## config.mk

```make
export PLATFORM = sky130hd
export DESIGN_NAME = ds18b20_temp_to_digits
export DESIGN_NICKNAME = d
export VERILOG_FILES = /design/src/rtl/ds18b20_temp_to_digits.sv
export SDC_FILE = /design/constraint.sdc
export NUM_CORES = 1
export LEC_CHECK = 0
export ABC_CLOCK_PERIOD_IN_PS = 5300
export CAP_MARGIN = 30
export CORE_AREA = 2 2 102 104
export DETAILED_ROUTE_END_ITERATION = 7
export DIE_AREA = 0 0 104 106
export GPL_TIMING_DRIVEN = 0
export PLACE_DENSITY_LB_ADDON = 0.3
export SLEW_MARGIN = 10
export SYNTH_ARGS = -nofsm -noshare
export SYNTH_HDL_FRONTEND = slang
export SYNTH_SLANG_ARGS = --single-unit
```

## constraint.sdc

```tcl
create_clock -name sys_clk -period 5.3 [get_ports sys_clk]
set_input_delay 0.795 -clock sys_clk [delete_from_list [all_inputs] [get_ports sys_clk]]
set_output_delay 0.795 -clock sys_clk [all_outputs]
set_load 0.01 [all_outputs]
```

## src/rtl/ds18b20_temp_to_digits.sv

```systemverilog
// DS18B20 raw word to four display digit indices (hundreds..tenths of degC).
// Optional macro TEMP_SIGN_EN: show a minus sign (index 11) for negatives.
module ds18b20_temp_to_digits #(
  parameter int ITER = 14
) (
  input  logic        sys_clk,
  input  logic        sys_rst,
  input  logic [15:0] temp_raw,
  input  logic        temp_valid,
  output logic [7:0]  Num1,
  output logic [7:0]  Num2,
  output logic [7:0]  Num3,
  output logic [7:0]  Num4,
  output logic        busy,
  output logic        done
);

  typedef enum logic [1:0] {
    IDLE,
    LOAD,
    SHIFT,
    COMMIT
  } state_t;

  state_t      state_q, state_d;
  logic [15:0] raw_q, raw_d;
  logic [29:0] sr_q, sr_d;
  logic [3:0]  cnt_q, cnt_d;
  logic [7:0]  n1_q, n1_d;
  logic [7:0]  n2_q, n2_d;
  logic [7:0]  n3_q, n3_d;
  logic [7:0]  n4_q, n4_d;
  logic        busy_q, busy_d;
  logic        done_q, done_d;

  logic [16:0] mag;
  logic [19:0] prod;
  logic [15:0] tenths;
  logic [13:0] clamp;
  logic [29:0] adj;

  // Scale 1/16 degC magnitude to rounded, clamped tenths of a degree
  always_comb begin
    mag    = raw_q[15] ? (17'h10000 - {1'b0, raw_q})
                       : {1'b0, raw_q};
    prod   = {3'b0, mag} * 20'd10 + 20'd8;
    tenths = 16'(prod >> 4);
    clamp  = (tenths > 16'd9999) ? 14'd9999 : tenths[13:0];
`ifdef TEMP_SIGN_EN
    if (raw_q[15] && (clamp > 14'd999)) begin
      clamp = 14'd999;
    end
`else
    if (raw_q[15]) begin
      clamp = '0;
    end
`endif
  end

  // Double-dabble correction: add 3 to each BCD nibble that is >= 5
  always_comb begin
    adj = sr_q;
    for (int i = 0; i < 4; i++) begin
      if (sr_q[14+4*i +: 4] >= 4'd5) begin
        adj[14+4*i +: 4] = sr_q[14+4*i +: 4] + 4'd3;
      end
    end
  end

  // Sequencer: latch, scale, shift ITER times, then commit all digits
  always_comb begin
    state_d = state_q;
    raw_d   = raw_q;
    sr_d    = sr_q;
    cnt_d   = cnt_q;
    n1_d    = n1_q;
    n2_d    = n2_q;
    n3_d    = n3_q;
    n4_d    = n4_q;
    busy_d  = busy_q;
    done_d  = 1'b0;
    unique case (state_q)
      IDLE: begin
        if (temp_valid) begin
          raw_d   = temp_raw;
          busy_d  = 1'b1;
          state_d = LOAD;
        end
      end
      LOAD: begin
        sr_d    = {16'b0, clamp};
        cnt_d   = '0;
        state_d = SHIFT;
      end
      SHIFT: begin
        sr_d  = {adj[28:0], 1'b0};
        cnt_d = cnt_q + 4'd1;
        if (cnt_q == 4'(ITER - 1)) begin
          state_d = COMMIT;
        end
      end
      COMMIT: begin
        n1_d = {4'b0, sr_q[29:26]};
`ifdef TEMP_SIGN_EN
        if (raw_q[15]) begin
          n1_d = 8'd11;
        end
`endif
        n2_d    = {4'b0, sr_q[25:22]};
        n3_d    = {4'b0, sr_q[21:18]};
        n4_d    = {4'b0, sr_q[17:14]};
        done_d  = 1'b1;
        busy_d  = 1'b0;
        state_d = IDLE;
      end
      default: state_d = IDLE;
    endcase
  end

  // State and output registers; reset aborts any conversion in flight
  always_ff @(posedge sys_clk or posedge sys_rst) begin
    if (sys_rst) begin
      state_q <= IDLE;
      raw_q   <= '0;
      sr_q    <= '0;
      cnt_q   <= '0;
      n1_q    <= '0;
      n2_q    <= '0;
      n3_q    <= '0;
      n4_q    <= '0;
      busy_q  <= 1'b0;
      done_q  <= 1'b0;
    end else begin
      state_q <= state_d;
      raw_q   <= raw_d;
      sr_q    <= sr_d;
      cnt_q   <= cnt_d;
      n1_q    <= n1_d;
      n2_q    <= n2_d;
      n3_q    <= n3_d;
      n4_q    <= n4_d;
      busy_q  <= busy_d;
      done_q  <= done_d;
    end
  end

  assign Num1 = n1_q;
  assign Num2 = n2_q;
  assign Num3 = n3_q;
  assign Num4 = n4_q;
  assign busy = busy_q;
  assign done = done_q;

endmodule

```

* After elaboration in Yosys (flattened, before gate mapping)
Cells that the tools add are included.
** Storage, ports and cells
- Bits of input ports :: 19
- Bits in latches :: 0
- ROM bits :: 0
- Logic and storage cells :: 50
- Memories kept :: 0
- RAM bits :: 0
- Flip-flop bits (word level) :: 70
** Operators by class
- Magnitude comparators :: 5
- Shift operators :: 0
- Equal/unequal tests :: 6
- Mux-type cells :: 15
- Multiply operators :: 1
- Divide/modulo/power cells :: 0
- Bitwise gates (word level) :: 0
- $add $sub $neg :: 7
- Reduce and logical (&&, ||, !) cells :: 6
** Operators with widths (count)
- $pmux 30 s2 :: 1
- $mux 14 :: 2
- $add 20x4->20 const B :: 1
- $mul 17x3->19 const B :: 1
- $mux 17 :: 1
- $sub 17x16->17 const A :: 1
- $ge 4x3->1 const B :: 4
- $gt 16x14->1 const B :: 1
- $add 4x2->4 const B :: 3
- $mux 4 :: 3
- $pmux 2 s4 :: 1
- $pmux 4 s2 :: 1
- $reduce_and 2->1 :: 3
- $add 4x1->4 const B :: 1
- $eq 2x2->1 const B :: 2
- $eq 4x4->1 const B :: 1
- $mux 2 :: 2
- $ne 2x2->1 const B :: 2
- $reduce_bool 2->1 :: 2
- $add 3x2->3 const B :: 1
- $mux 3 :: 1
- $eq 2x1->1 const B :: 1
- $logic_not 2->1 :: 1
- $mux 1 :: 2
- $pmux 1 s2 :: 1

* Longest topological paths before layout
Gate-level depths: netlist of the first run.
- Depth in word-level cells :: 8
- Depth in mapped cells :: 19
- Gate-level depth less buffers :: 17

* Least setup slack after synthesis of the first run
OpenSTA, ideal clock, no wires.
- Path kind :: reg2reg
- From :: register raw_q[0]
- To :: register sr_q[13]
- Clock period less this slack :: 4427 ps
- Arrival time :: 4301 ps
- Path slack :: 873 ps
- Library setup time :: 126 ps
- Cell stages (with the launch flop) :: 17
- Path buffers :: 0
- Path through :: dfrtp_1 > nor3_1 > nand2b_1 > or4_1 > nand2_1 > xnor2_1 > ha_1 > ha_1 > o21ai_0 > nor2_1 > nor4bb_1 > o22ai_1 > nand2b_1 > or3_4 > a2111oi_4 > o21ai_1 > a221o_1
** Between the ends
- Longest elaborated chain between the ends :: 8
** Ends and longest elaborated chain
- start, declared :: RTL line 26 : logic [15:0] raw_q, raw_d;
- start signal, assigned :: RTL line 135 : raw_q <= raw_d;
- $sub 17x16->17 :: RTL line 44 : mag = raw_q[15] ? (17'h10000 - {1'b0, raw_q})
- $mux 17 (*) :: RTL line 44
- $mul 17x3->19 (*) :: RTL line 46 : prod = {3'b0, mag} * 20'd10 + 20'd8;
- $add 20x4->20 (*) :: RTL line 46
- $gt 16x14->1 :: RTL line 48 : clamp = (tenths > 16'd9999) ? 14'd9999 : tenths[13:0];
- $mux 14 (*) :: RTL line 48
- $mux 14 (*) :: RTL line 54 : if (raw_q[15]) begin
- $pmux 30 s2 (*) :: RTL line 82 : unique case (state_q)
- end signal, assigned :: RTL line 136 : sr_q <= sr_d;
- end, declared :: RTL line 27 : logic [29:0] sr_q, sr_d;
Mark *: on every way between the ends. The rest lies on a longest branch, timed or not.
A chain may end at the register's enable or synchronous reset.

* Worst setup path in the final report of the first run
- From :: register raw_q[5]
- To :: register sr_q[13]
Same word-level chain as after synthesis.

==> impl_metrics.yaml, run 1 <==
status:
  status: "completed"
place:
  dpl.hpwl_um: 8840
  dpl_cell_area_um2: 5980
  place.gp.congestion: 0.849
  place_ws_ns: 0.196
  port_buffers: 36
sta:
  worst-slew-pin-transition_ns: 0.866
  rsz0062_at_grt: "false"
  finalMaxSlewViolations: 0
  clock.fmax_mhz: 202
  clock_skew_ns: 0.0155
  tns_ns: 0
  relSlewSlack_pct: 42.1
  setup_violations: 0
  min_period_ns: 4.94
  finalCritPeriodShare_pct: 93.2
  finalWorstSetupSlack_ns: 0.360
  hold_viol_final: 0
clocking:
  clkLatencyLatePin_ns: 0.34
  cts-root-buf: "clkbuf_8"
  clkTransAtPathRegs_ns: 0.08
  post_cts_buffers: 0
  cts_sinks: 70
  cts_inserted_buffers: 9
  ctsLongestPathBuffers: 2
  cts_max_level: 3
  cts_tree: "done"
yosys:
  synth.largest_area_cell: "dfrtp_1"
  ys_warn_count: 0
  synth_area_um2: 5360
  synth-seq-cells: 70
  seq_area_frac_synth_pct: 32.7
  synth.top_cells.by_area: "dfrtp_1 (33%), ha_1 (9.6%), mux2_2 (6.9%), xnor2_1 (5.1%), o21ai_0 (2.8%)"
  synthArstFlopShare_pct: 100
  syn-instance-count: 556
  synth-edff-count: 0
  ys.flop_type: "dfrtp_1"
  yosysTopAreaCellShare_pct: 32.7
  avgSynthCellArea_um2: 9.64
  synth.distinct_cells: 88
worst_hold_path:
  hp-class: "reg -> reg"
setup_path:
  timing.reg2reg.setup_slack_ns: 0.36
  cp_max_fo: 10
  crit_chain: "clkbuf_1, nor2_1, nand2_1, or4_1, o21ai_1, xnor2_1, ha_1, ha_1, buf_2, and4_1, o21ai_0, a21oi_1, o22ai_2, nand2b_1, or3_4, a2111oi_4, o21ai_1, a221o_1"
  path_delay_family: "compound AO/OA/AOI/OAI gates"
  cpMaxStageDelayCell: "a2111oi_4"
  critical_path.max_stage_delay_ns: 0.47
  required_ns: 5.53
  arrival_ns: 5.17
  cp-start-kind: "flip-flop"
  end_kind: "flip-flop"
  critPathBufInv: 2
  crit_type: "reg -> reg"
route:
  vias: 4328
  drt_iter0_drc: 186
  drt-total-wl_um: 11400
  post-route-drc-count: 0
  first_pass_iters: 4
  postRouteAntennaNets: 0
  routed_via_density: 5.69
  wire_per_inst_um: 15.0
floorplan:
  fp.dieH_um: 106
  rows: 37
  ios: 53
  die_x_um: 104
  dieArea_um2: 11000
  fp.coreArea_um2: 10000
  initial_core_util_pct: 53.6
layout:
  mostFrequentLayoutCells: "dfrtp_1 (70), ha_1 (41), nand2_1 (36), clkdlybuf4s50_1 (36), mux2_2 (33)"
  drive_gt1_share_pct: 17.8
  n_antenna_cell: 0
  layout_commonest_cell: "dfrtp_1"
  area_delta_synth_final_pct: 15.7
  fillers: 872
  nNetsFinal: 681
  design_area_um2: 6200
global_route:
  grt_pass1_vias: 4317
  grt_max_degree: 52
  grt_remaining_overflow: 0
  antenna_found_initial: 0
  grt_pass1_wl_um: 19500
  grt_usage_pct: 21.1
job:
  drv_cap: 0
## sequential cells by signal, indices dropped and copies added (netlist names)
register,cells
Num4,4
busy,1
Num2,4
Num3,4
raw_q,16
state_q,2
done,1
cnt_q,4
Num1,4
sr_q,30
## layout make-up
class | instances | area [um^2] | area share (%)
tap | 136 | 170 | 2.74
sequential | 70 | 1750 | 28.2
clock buffer | 10 | 128 | 2.06
clock inverter | 6 | 70.1 | 1.13
buffer | 38 | 231 | 3.73
inverter | 25 | 96.3 | 1.55
timing repair buffer | 37 | 388 | 6.25
multi-input combinational | 439 | 3370 | 54.3
## Yosys cell counts (3+ instances only)
cell type,n
a211oi_1,5
a21o_1,5
a21oi_1,29
a21oi_2,3
a22o_1,7
a22oi_1,4
a31oi_1,6
and2_1,3
and3_1,11
buf_4,18
clkbuf_1,16
dfrtp_1,70
ha_1,41
inv_1,24
mux2_2,33
mux2i_1,4
nand2_1,36
nand2b_1,12
nand3_1,7
nand4_1,3
nor2_1,24
nor2b_1,4
nor3_1,10
nor3b_1,10
nor4_1,3
o21ai_0,30
o22ai_1,10
o31ai_1,10
o41ai_1,3
or3_1,4
xnor2_1,31
xor2_1,11
## worst reg2reg max path, stage by stage (launching register included)
cell and delay, ns:
dfrtp_1 0.39, clkbuf_1 0.22, nor2_1 0.22, nand2_1 0.13
or4_1 0.45, o21ai_1 0.17, xnor2_1 0.17, ha_1 0.27
ha_1 0.28, buf_2 0.19, and4_1 0.24, o21ai_0 0.10
a21oi_1 0.24, o22ai_2 0.18, nand2b_1 0.20, or3_4 0.41
a2111oi_4 0.47, o21ai_1 0.17, a221o_1 0.35
## layer usage
| layer | vias up | wire (um) | track usage, % |
|---|---|---|---|
| met5 | - | 0 | 0 |
| met4 | 0 | 189 | 7.63 |
| met3 | 19 | 421 | 3.25 |
| met2 | 88 | 5740 | 37.1 |
| met1 | 2095 | 5090 | 26.4 |
| li1 | 2126 | - | - |
## final timing paths
check                         start       end  cells after the start
setup / recovery           raw_q[5]  sr_q[13]                     18
hold / removal              sr_q[4]   sr_q[4]                      2
setup reg to reg           raw_q[5]  sr_q[13]                     18
hold reg to reg             sr_q[4]   sr_q[4]                      2
max in group asynchronous   sys_rst   Num4[0]                      3
min in group asynchronous   sys_rst  raw_q[6]                      2
## through the flow
stage | std cells | hold WS, ns | utilization (%)
2_1_floorplan | 572 | 0.448 | -
3_3_place_gp | 744 | 0.467 | 59.5
3_5_place_dp | 745 | 0.481 | 59.8
4_1_cts | 761 | 0.499 | 61.8
5_1_grt | 761 | 0.520 | 62.0
6_report | 761 | 0.496 | 62.0
## cells by family after synthesis
group	Yosys count	share of synthesized area, %
compound gates	152	21.2
xor+xnor	42	6.86
fa+ha+maj	42	9.95
buf+inv	63	6.02
flops	70	32.7
mux	37	7.68
other cells	1	0.0700
simple gates	149	15.6
## what timing repair did
item | 4_1_cts | 5_1_grt
endpoints found under the hold margin | 0 | 0
hold buffers | 0 | 0
gates resized for setup | 0 | 9
endpoints found under the setup margin | 0 | 14
Power of run 1 is left out: the tool's default activity adds up to more than one toggle a clock period on the data nets, which glitch-free logic cannot reach.
==> run 2, diff against run 1 <==
Settings changed: MAX_ROUTING_LAYER set to met4.
==> run 2 against run 1 <==
  * Cell count is the same
  * Global-route usage grew 0.54 points
  * Clock skew shrank 0.0022 ns
  * Sequential share of layout area unchanged
  * Core utilization unchanged
  * Worst hold slack gained 0.00082 ns
  * Cell area unchanged
  * Critical path type unchanged
  * Critical endpoint unchanged
==> impl_metrics.yaml, run 2 (synthesized netlist as in run 1, its figures left out) <==
sta:
  finalWorstSetupSlack_ns: 0.336
  clock.fmax_mhz: 201
  worst-slew-pin-transition_ns: 0.860
  clock_skew_ns: 0.0134
  setup_violations: 0
  hold_viol_final: 0
  relSlewSlack_pct: 42.4
  min_period_ns: 4.96
  finalCritPeriodShare_pct: 93.7
  rsz0062_at_grt: "false"
  tns_ns: 0
  finalMaxSlewViolations: 0
layout:
  mostFrequentLayoutCells: "dfrtp_1 (70), ha_1 (41), nand2_1 (36), clkdlybuf4s50_1 (36), mux2_2 (33)"
  largest_reg_flops: 30
  area_delta_synth_final_pct: 15.7
  n_antenna_cell: 0
  layout_commonest_cell: "dfrtp_1"
  drive_gt1_share_pct: 17.8
  largest-register: "sr_q"
  reg_top3: "sr_q (30), raw_q (16)"
  nNetsFinal: 681
place:
  place.gp.congestion: 0.862
  place_ws_ns: 0.196
  dpl.hpwl_um: 8840
  port_buffers: 36
floorplan:
  ios: 53
  rows: 37
  die_x_um: 104
  initial_core_util_pct: 53.6
  dieArea_um2: 11000
  fp.coreArea_um2: 10000
  fp.dieH_um: 106
status:
  status: "completed"
setup_path:
  end_kind: "flip-flop"
  crit_chain: "clkbuf_1, nor2_1, nand2_1, or4_1, o21ai_1, xnor2_1, ha_1, ha_1, buf_2, and4_1, o21ai_0, a21oi_1, o22ai_2, nand2b_1, or3_4, a2111oi_4, o21ai_1, a221o_1"
  crit-reg2reg-launch: "raw_q[5]"
  required_ns: 5.52
  critPathLaunch: "raw_q[5]"
  cp_max_fo: 10
  path_delay_family: "compound AO/OA/AOI/OAI gates"
  arrival_ns: 5.19
  cp-start-kind: "flip-flop"
  crit_cells: 18
  cpMaxStageDelayCell: "a2111oi_4"
  rr_endpoint: "sr_q[13]"
  r2r_cells: 18
  critPathBufInv: 2
  crit_end: "sr_q[13]"
  critical_path.max_stage_delay_ns: 0.47
  timing.reg2reg.setup_slack_ns: 0.34
  crit_type: "reg -> reg"
route:
  routed_via_density: 5.66
  wire_per_inst_um: 15.0
  drt_iter0_drc: 185
  vias: 4307
  post-route-drc-count: 0
  first_pass_iters: 4
  postRouteAntennaNets: 0
  drt-total-wl_um: 11400
clocking:
  cts-root-buf: "clkbuf_8"
  clkLatencyLatePin_ns: 0.34
  clkTransAtPathRegs_ns: 0.08
  ctsLongestPathBuffers: 2
  post_cts_buffers: 0
  cts_sinks: 70
  hold_buffers: 0
  post_cts_resized: 0
  cts_tree: "done"
  cts_inserted_buffers: 9
  cts_max_level: 3
global_route:
  grt_pass1_wl_um: 19500
  grt_usage_pct: 21.7
  grt_max_degree: 52
  antenna_found_initial: 0
  grt_pass1_vias: 4330
  grt_remaining_overflow: 0
job:
  drv_cap: 0
worst_hold_path:
  hp-class: "reg -> reg"
  min_path_cells: 2
-- run 2: worst min-delay path by stage --
stage / endpoint / slack (ns) / startpoint
after floorplan: sr_q[5] / 0.45 / sr_q[5]
after global placement: sr_q[7] / 0.47 / sr_q[7]
after detailed placement: sr_q[5] / 0.48 / sr_q[5]
after CTS: sr_q[4] / 0.50 / sr_q[4]
after global routing: sr_q[5] / 0.52 / sr_q[5]
final: sr_q[4] / 0.50 / sr_q[4]
-- run 2: cell type report --
| type | instances | area [um^2] |
|---|---|---|
| repair buffers | 37 | 388 |
| clock buffers | 10 | 128 |
| plain buffers | 38 | 231 |
| clock inverters | 6 | 70.1 |
| fillers | 872 | 3800 |
| flip-flops and latches | 70 | 1750 |
| multi-input cells | 439 | 3370 |
| well taps | 136 | 170 |
| inverters | 25 | 96.3 |
-- run 2: stage by stage --
| stage | cells | utilization [%] | instance area [um^2] | hold WS (ns) |
|---|---|---|---|---|
| 2_1_floorplan | 572 | - | 5420 | 0.448 |
| 3_3_place_gp | 744 | 59.5 | 5950 | 0.467 |
| 3_5_place_dp | 745 | 59.8 | 5980 | 0.481 |
| 4_1_cts | 761 | 61.8 | 6180 | 0.499 |
| 5_1_grt | 761 | 62.0 | 6200 | 0.520 |
| 6_report | 761 | 62.0 | 6200 | 0.497 |
-- run 2: routing by layer --
layer / vias to the layer above / global-route usage [%] / part of all wire, %
met3: 16 / 2.94 / 3.1
met1: 2070 / 26.4 / 45
met4: 0 / 7.63 / 1.6
li1: 2130 / - / -
met5: - / - / 0
met2: 91 / 37.2 / 50
-- run 2: tightest hold or removal path, stage by stage (launching register included) --
cell	delay, ns
dfrtp_1	0.35
a21oi_1	0.06
o21ai_0	0.05
Power of run 2 is left out for the same reason.
==> run 3, diff against run 2 <==
Settings changed: CAP_MARGIN 30 to unset, CORE_AREA 2 2 102 104 to 2 2 107 109, DIE_AREA 0 0 104 106 to 0 0 109 111.
==> run 3 against run 2 <==
  * First-iteration DRC count down 0.54%
  * Setup slack improved by 0.026 ns
  * Worst hold slack worse by 0.0094 ns
  * Critical path depth is 2 lower
==> impl_metrics.yaml, run 3 (synthesized netlist as in run 1, its figures left out) <==
sta:
  finalCritPeriodShare_pct: 93.2
  clock.fmax_mhz: 203
  min_period_ns: 4.94
  relSlewSlack_pct: 45.0
  hold_viol_final: 0
  setup_violations: 0
  worst-slew-pin-transition_ns: 0.819
  finalWorstSetupSlack_ns: 0.362
  finalMaxSlewViolations: 0
  rsz0062_at_grt: "false"
  clock_skew_ns: 0.0113
  tns_ns: 0
route:
  drt-total-wl_um: 11600
  post-route-drc-count: 0
  wire_per_inst_um: 15.1
  drt_iter0_drc: 184
  routed_via_density: 5.58
  first_pass_iters: 4
  postRouteAntennaNets: 0
  vias: 4288
setup_path:
  cpMaxStageDelayCell: "or4_1"
  critPathBufInv: 0
  critPathLaunch: "raw_q[0]"
  rr_endpoint: "sr_q[13]"
  r2r_cells: 16
  critical_path.max_stage_delay_ns: 0.50
  cp_max_fo: 7
  crit_type: "reg -> reg"
  crit_cells: 16
  crit_chain: "nor3_2, nand2b_1, or4_1, nand2_1, xnor2_1, ha_1, ha_1, o21ai_0, nor2_1, nor4bb_1, o22ai_1, nand2b_1, or3_4, a2111oi_4, o21ai_1, a221o_1"
  required_ns: 5.52
  path_delay_family: "simple AND/OR/NAND/NOR gates"
  arrival_ns: 5.15
  cp-start-kind: "flip-flop"
  timing.reg2reg.setup_slack_ns: 0.36
  end_kind: "flip-flop"
  crit_end: "sr_q[13]"
  crit-reg2reg-launch: "raw_q[0]"
layout:
  fillers: 973
  design_area_um2: 6320
  area_delta_synth_final_pct: 17.9
  mostFrequentLayoutCells: "dfrtp_1 (70), ha_1 (41), nand2_1 (36), clkdlybuf4s50_1 (36), mux2_2 (33)"
  largest_reg_flops: 30
  reg_top3: "sr_q (30), raw_q (16)"
  drive_gt1_share_pct: 17.9
  nNetsFinal: 681
  n_antenna_cell: 0
  largest-register: "sr_q"
  layout_commonest_cell: "dfrtp_1"
floorplan:
  initial_core_util_pct: 48.4
  dieArea_um2: 12100
  fp.dieH_um: 111
  rows: 39
  fp.coreArea_um2: 11100
  ios: 53
  die_x_um: 109
clocking:
  cts_tree: "done"
  cts_sinks: 70
  cts-root-buf: "clkbuf_16"
  post_cts_buffers: 0
  clkTransAtPathRegs_ns: 0.06
  cts_max_level: 3
  cts_inserted_buffers: 9
  clkLatencyLatePin_ns: 0.34
  ctsLongestPathBuffers: 2
status:
  status: "completed"
global_route:
  grt_use_met1_pct: 24.7
  grt_pass1_wl_um: 20000
  grt_max_degree: 57
  top_usage_layer: "met2"
  use_met2_pct: 35.7
  antenna_found_initial: 0
  grt_usage_pct: 20.9
  grt_remaining_overflow: 0
  grt_pass1_vias: 4353
  grt_use_met3_pct: 3.41
worst_hold_path:
  hp-class: "reg -> reg"
place:
  dpl.hpwl_um: 8940
  port_buffers: 36
  place_ws_ns: 0.102
  dpl_cell_area_um2: 5990
  place.gp.congestion: 0.868
job:
  drv_cap: 0
-- run 3: worst min-delay path by stage --
| stage | slack [ns] | to | depth (start not counted) | from |
|---|---|---|---|---|
| floorplan | 0.45 | sr_q[5] | 2 | sr_q[5] |
| global placement | 0.47 | sr_q[5] | 2 | sr_q[5] |
| detailed placement | 0.48 | sr_q[4] | 2 | sr_q[4] |
| CTS | 0.49 | sr_q[4] | 2 | sr_q[4] |
| global route | 0.52 | Num3[2] | 1 | Num3[2] |
| finish | 0.49 | sr_q[4] | 2 | sr_q[4] |
-- run 3: through the flow --
step	hold slack [ns]	util, %	instances
final	0.488	57.0	768
after global routing	0.523	57.0	768
after CTS	0.490	56.8	768
after detailed placement	0.479	54.1	752
after global placement	0.467	53.8	751
after floorplan	0.448	-	572
-- run 3: metal layers --
layer  vias up  share of wire [%]
li1       2127                  -
met1      2056                 42
met2        83                 53
met3        22                3.4
met4         0                1.6
met5         -                  0
-- run 3: worst register-to-register path, delay by kind of cell, from the launching register on --
family / cells / cell delay (ns)
AO/OA/AOI/OAI: 5 / 1.39
flip-flops: 1 / 0.43
XOR/XNOR: 1 / 0.16
AND/OR/NAND/NOR: 8 / 2.18
adder cells (fa/ha/maj): 2 / 0.67
-- run 3: timing repair --
action	in CTS	in global routing
gates resized for setup	0	8
hold buffers	0	0
endpoints found under the setup margin	0	13
-- run 3: final cells by class --
class	count	area (um^2)	share of cell area, %
repair buffers	37	388	6.14
flip-flops and latches	70	1750	27.7
clock buffers	9	225	3.57
well taps	143	179	2.83
plain buffers	38	231	3.66
clock inverters	7	81.3	1.29
multi-input cells	439	3360	53.3
inverters	25	96.3	1.53
Power of run 3 is left out for the same reason.
==> patch 1: new RTL, config.mk and constraints of run 2 <==
Add a define of `TEMP_SIGN_EN`.
--- a/src/rtl/ds18b20_temp_to_digits.sv
+++ b/src/rtl/ds18b20_temp_to_digits.sv
@@ -2,2 +2,4 @@
 // Optional macro TEMP_SIGN_EN: show a minus sign (index 11) for negatives.
+`define TEMP_SIGN_EN
+
 module ds18b20_temp_to_digits #(
Formal check against the unedited RTL: no difference found for any inputs over 10 cycles, from zero or initial values and one cycle with sys_rst high; that may be too few to reach the edited logic, so the function may still have changed.
==> patch 1 against run 2 <==
- routed wire length fell by 0.76%
- cell area rose by 0.65%
- cell count is 3.7% higher
- sequential cell count did not move
- non-clock buffer count is 7 higher
- setup slack worse by 31 ps
- via count grew 0.98%
- clock skew is 1.1 ps higher
- synthesized area grew 0.12%
- fmax fell by 0.62%
Power is left out: the tool's default activity adds up to more than one toggle a clock period on the data nets, which glitch-free logic cannot reach.
==> patch 1: results (changes against run 2) <==
[run_status]
run_status=completed

[critical_path]
critPathMaxStageDelay_ps=440  ; -30 ps
cp_max_fo=7  ; -3
critPathTopFamily=simple AND/OR/NAND/NOR gates
slowest_stage=dfrtp_1
crit_arrival_ps=5230  ; +40 ps

[min_path]
hp-class=flip-flop to flip-flop

[timing]
skew_ps=14.4  ; +1.06 ps
hold_slack_ps=506  ; +9.12 ps
fmax_mhz=200  ; -0.62%
worst-slew-pin-transition_ps=599  ; -262 ps

[layout]
final_cells=789  ; +3.7%
nFillCells=867  ; -0.57%
top_regs=sr_q: 30 flops, raw_q: 16 flops
diodes=0  ; unchanged
layout.nets=709  ; +4.1%
drive_gt1_frac=0.155  ; -0.0229

[detailed_routing]
wl_per_cell_um=14.3  ; -4.3%
drt-initial-drc-count=172  ; -7.0%
route.met2.wl_mm=5.46  ; -4.4%
vias=4349  ; +0.98%
wl_met3_um=488  ; +40%
wl_met1_mm=5.18  ; +0.97%

[grt]
grt_max_degree=48  ; -7.7%
grt_use_met2=0.364  ; -0.00799
grt_use_met1=0.273  ; +0.00958
grt_pass1_wl_mm=19.3  ; -0.61%
grtUsageMet3=0.0368  ; +0.00736
grtUsageTotal=0.218  ; +0.00173

[cts]
clock_path_buffers=2  ; unchanged
clockRootBuffer=clkbuf_8
postCtsHoldBufs=0  ; unchanged
clock_latency_ps=360  ; +20 ps
cts.htree.levels=3  ; unchanged
cts_buffers=9  ; unchanged
clk_pin_slew_ps=90

[yosys]
synth_cell_types=71  ; -19%
synth_cells=583  ; +4.9%
seq_area_frac_synth=0.326  ; -0.000381
synth_area_leaders=dfrtp_1, ha_1, mux2_2
synth_commonest_cells=dfrtp_1, nand2_1, ha_1
yosys_warnings=0  ; unchanged

[placement]
hpwl_mm=8.80  ; -0.46%
place_ws_ps=-344  ; -540 ps
post-place-cells=772  ; +3.6%
portBuffers=36  ; unchanged
gp_congestion=0.836  ; -3.1%
placed_cell_area_um2=5990  ; +0.10%

## patch 1: cell count changes in the layout (fill, tap and decap cells not counted), sizes merged, moves of 5 or more
cell   delta
a21oi     -5
a22o      -5
a31o      +5
and3      -7
buf       +6
nand2     +8
nand3     +9
nor2      +9
o31ai     -5
## patch 1: repair_timing
item                       CTS  global route
pin swaps                    0             2
setup buffers                0             4
gates resized for setup      3            11
setup endpoints to repair   13            14
## patch 1: logic make-up (layout without fill, tap and decap cells)
| family | count (synthesis) | in the layout | synth area share |
|---|---|---|---|
| muxes | 34 | 34 | 0.0702 |
| buffers and inverters | 71 | 125 | 0.0625 |
| AOI/OAI and AO/OA | 147 | 147 | 0.192 |
| DFF | 70 | 70 | 0.326 |
| other | 1 | 17 | 0.000699 |
| adders and majority gates | 42 | 42 | 0.0993 |
| xor gates and xnor gates | 45 | 45 | 0.0791 |
| and+or+nand+nor | 173 | 173 | 0.169 |
## patch 1: final timing paths
kind / from / to / cells past startpoint
setup / recovery: raw_q[0]$_DFFE_PP0P_ / sr_q[6]$_DFFE_PP0P_ / 18
hold / removal: Num2[2]$_DFFE_PP0P_ / Num2[2]$_DFFE_PP0P_ / 1
setup reg to reg: raw_q[0]$_DFFE_PP0P_ / sr_q[6]$_DFFE_PP0P_ / 18
hold reg to reg: Num2[2]$_DFFE_PP0P_ / Num2[2]$_DFFE_PP0P_ / 1
max in group asynchronous: sys_rst / raw_q[15]$_DFFE_PP0P_ / 3
min in group asynchronous: sys_rst / Num2[0]$_DFFE_PP0P_ / 2
## patch 1: final cells by class
type,count,area (um2),area share
sequential,70,1750,0.281
inverter,27,108,0.0172
timing repair buffer,41,418,0.0669
tap,136,170,0.0273
multi-input combinational,458,3390,0.542
clock inverter,7,57.6,0.00922
clock buffer,9,124,0.0198
buffer,41,226,0.0363
==> patch 2: new RTL, flow settings as in run 2 <==
Without the edit above. `n1_q` no longer has a reset.
--- a/src/rtl/ds18b20_temp_to_digits.sv
+++ b/src/rtl/ds18b20_temp_to_digits.sv
@@ -126,3 +126,2 @@
       cnt_q   <= '0;
-      n1_q    <= '0;
       n2_q    <= '0;
@@ -137,3 +136,2 @@
       cnt_q   <= cnt_d;
-      n1_q    <= n1_d;
       n2_q    <= n2_d;
@@ -144,2 +142,6 @@
     end
+  end
+
+  always_ff @(posedge sys_clk) begin
+    n1_q <= n1_d;
   end
Function: same outputs for any inputs over 10 cycles, from zero or initial values and one cycle with sys_rst high; that may be too few to reach the edited logic, so the function may still have changed.
==> patch 2 against run 2 <==
- cell area fell by 0.34%
- count of clock-buffer cells in the layout fell by 1
- synthesized area fell by 0.75%
- setup slack got worse by 13 ps
- sequential share of layout area rose by 0.42 points
- sequential cell count did not move
- die area did not move
- global-route usage rose by 0.67 points
- first-iteration DRC count fell by 26%
- routed wire length barely moved
Power is not shown: default switching activity piles up to over one toggle a cycle in this logic, so the estimate is an artifact.
==> patch 2: results (changes against run 2) <==
[detailed_routing]
topRoutingLayerUsed=met4
firstDrtPassIters=5  ; +1
vias_per_cell=5.57  ; -1.6%
wl_met1_mm=5.04  ; -1.8%
routed_wl_mm=11.4  ; about the same
drt-initial-drc-count=137  ; -26%
vias=4329  ; +0.51%
route.met2.wl_mm=5.70  ; -0.33%
wl_met3_um=464  ; +33%

[cts]
clock_latency_ps=360  ; +20 ps
clock_path_buffers=2  ; unchanged
post_cts_resized=4  ; +4
clockRootBuffer=clkbuf_8
cts_buffers=9  ; unchanged
cts.htree.levels=3  ; unchanged
clk_pin_slew_ps=80  ; about the same
cts_setup_buffers=0  ; unchanged

[placement]
place_ws_ps=-293  ; -488 ps
post-place-cells=762  ; +2.3%
placed_cell_area_um2=5910  ; -1.1%
gp_congestion=0.872  ; +1.2%
portBuffers=36  ; unchanged
hpwl_mm=8.73  ; -1.2%

[yosys]
syn_area_per_cell_um2=9.27  ; -3.9%
synth_cell_types=78  ; -11%
synth_xor_xnor_area_share=0.0805  ; +0.0118
seq_area_frac_synth=0.333  ; +0.00622
synth_edf_count=4  ; +4
yosys.area_share.adder=0.100  ; +0.000749
ys_async_sr_fraction=0.943  ; -0.0571
synth_mux_area_frac=0.0729  ; -0.00389
synth_area_leaders=dfrtp_1, ha_1, mux2_2
yosys_warnings=0  ; unchanged
synth_compound_area_frac=0.195  ; -0.0170
synth_commonest_cells=dfrtp_1, nand2_1, a21oi_1

[grt]
antenna_found_initial=0  ; unchanged
grt_max_degree=67  ; +29%
grt_pass1_vias=4354  ; +0.55%
grt_pass1_wl_mm=19.6  ; +0.99%
grtUsageTotal=0.223  ; +0.00671

[critical_path]
cp_max_fo=10  ; unchanged
critPathMaxStageDelay_ps=580  ; +110 ps
slowest_stage=or4_1
crit_arrival_ps=5200  ; about the same

[timing]
skew_ps=11.4  ; -1.98 ps
worst-slew-pin-transition_ps=784  ; -76.3 ps

[layout]
top_regs=sr_q: 30 flops, raw_q: 16 flops
layout.nets=697  ; +2.3%
diodes=0  ; unchanged
drive_gt1_frac=0.158  ; -0.0200

[min_path]
hp-class=flip-flop to flip-flop

[run_status]
run_status=completed

-- patch 2: cell count changes after synthesis, moves of 5 or more --
| cell | run 2 | this run |
|---|---|---|
| and3_1 | 11 | 4 |
| o21ai_0 | 30 | 25 |
| a211oi_1 | 5 | 0 |
| nand2_1 | 36 | 52 |
| a21oi_1 | 29 | 42 |
| nor2_1 | 24 | 34 |
| nor3b_1 | 10 | 4 |
| a22o_1 | 7 | 2 |
-- patch 2: final timing paths --
check | from | end | slack, ps | depth (start not counted)
worst max-delay path | raw_q[6]$_DFFE_PP0P_ | sr_q[0]$_DFFE_PP0P_ | 320 | 18
worst min-delay path | sr_q[27]$_DFFE_PP0P_ | Num1[1]$_DFFE_PP_ | 500 | 0
worst max register to register | raw_q[6]$_DFFE_PP0P_ | sr_q[0]$_DFFE_PP0P_ | 320 | 18
worst min register to register | sr_q[27]$_DFFE_PP0P_ | Num1[1]$_DFFE_PP_ | 500 | 0
max in group asynchronous | sys_rst | sr_q[8]$_DFFE_PP0P_ | 3850 | 2
min in group asynchronous | sys_rst | Num4[2]$_DFFE_PP0P_ | 940 | 2
-- patch 2: final cells by class --
cell class | count | area [um2]
Tap cell | 136 | 170
Sequential cell | 70 | 1770
Buffer | 37 | 220
Clock buffer | 9 | 124
Inverter | 26 | 100
Multi-Input combinational cell | 454 | 3350
Clock inverter | 7 | 72.6
Fill cell | 897 | 3820
Timing Repair Buffer | 38 | 375
-- patch 2: critical path: cells and delay by family (launching register included) --
family          cells  cell delay [ps]
compound gates      9             1690
simple gates        4             1530
fa+ha+maj           2              580
flops               1              500
buf+inv             2              360
xor+xnor            1              180
-- patch 2: per-layer routing --
layer / track usage / vias up
met5: - / -
met3: 0.0343 / 16
li1: - / 2170
met1: 0.272 / 2047
met2: 0.383 / 96
met4: 0.0734 / 0
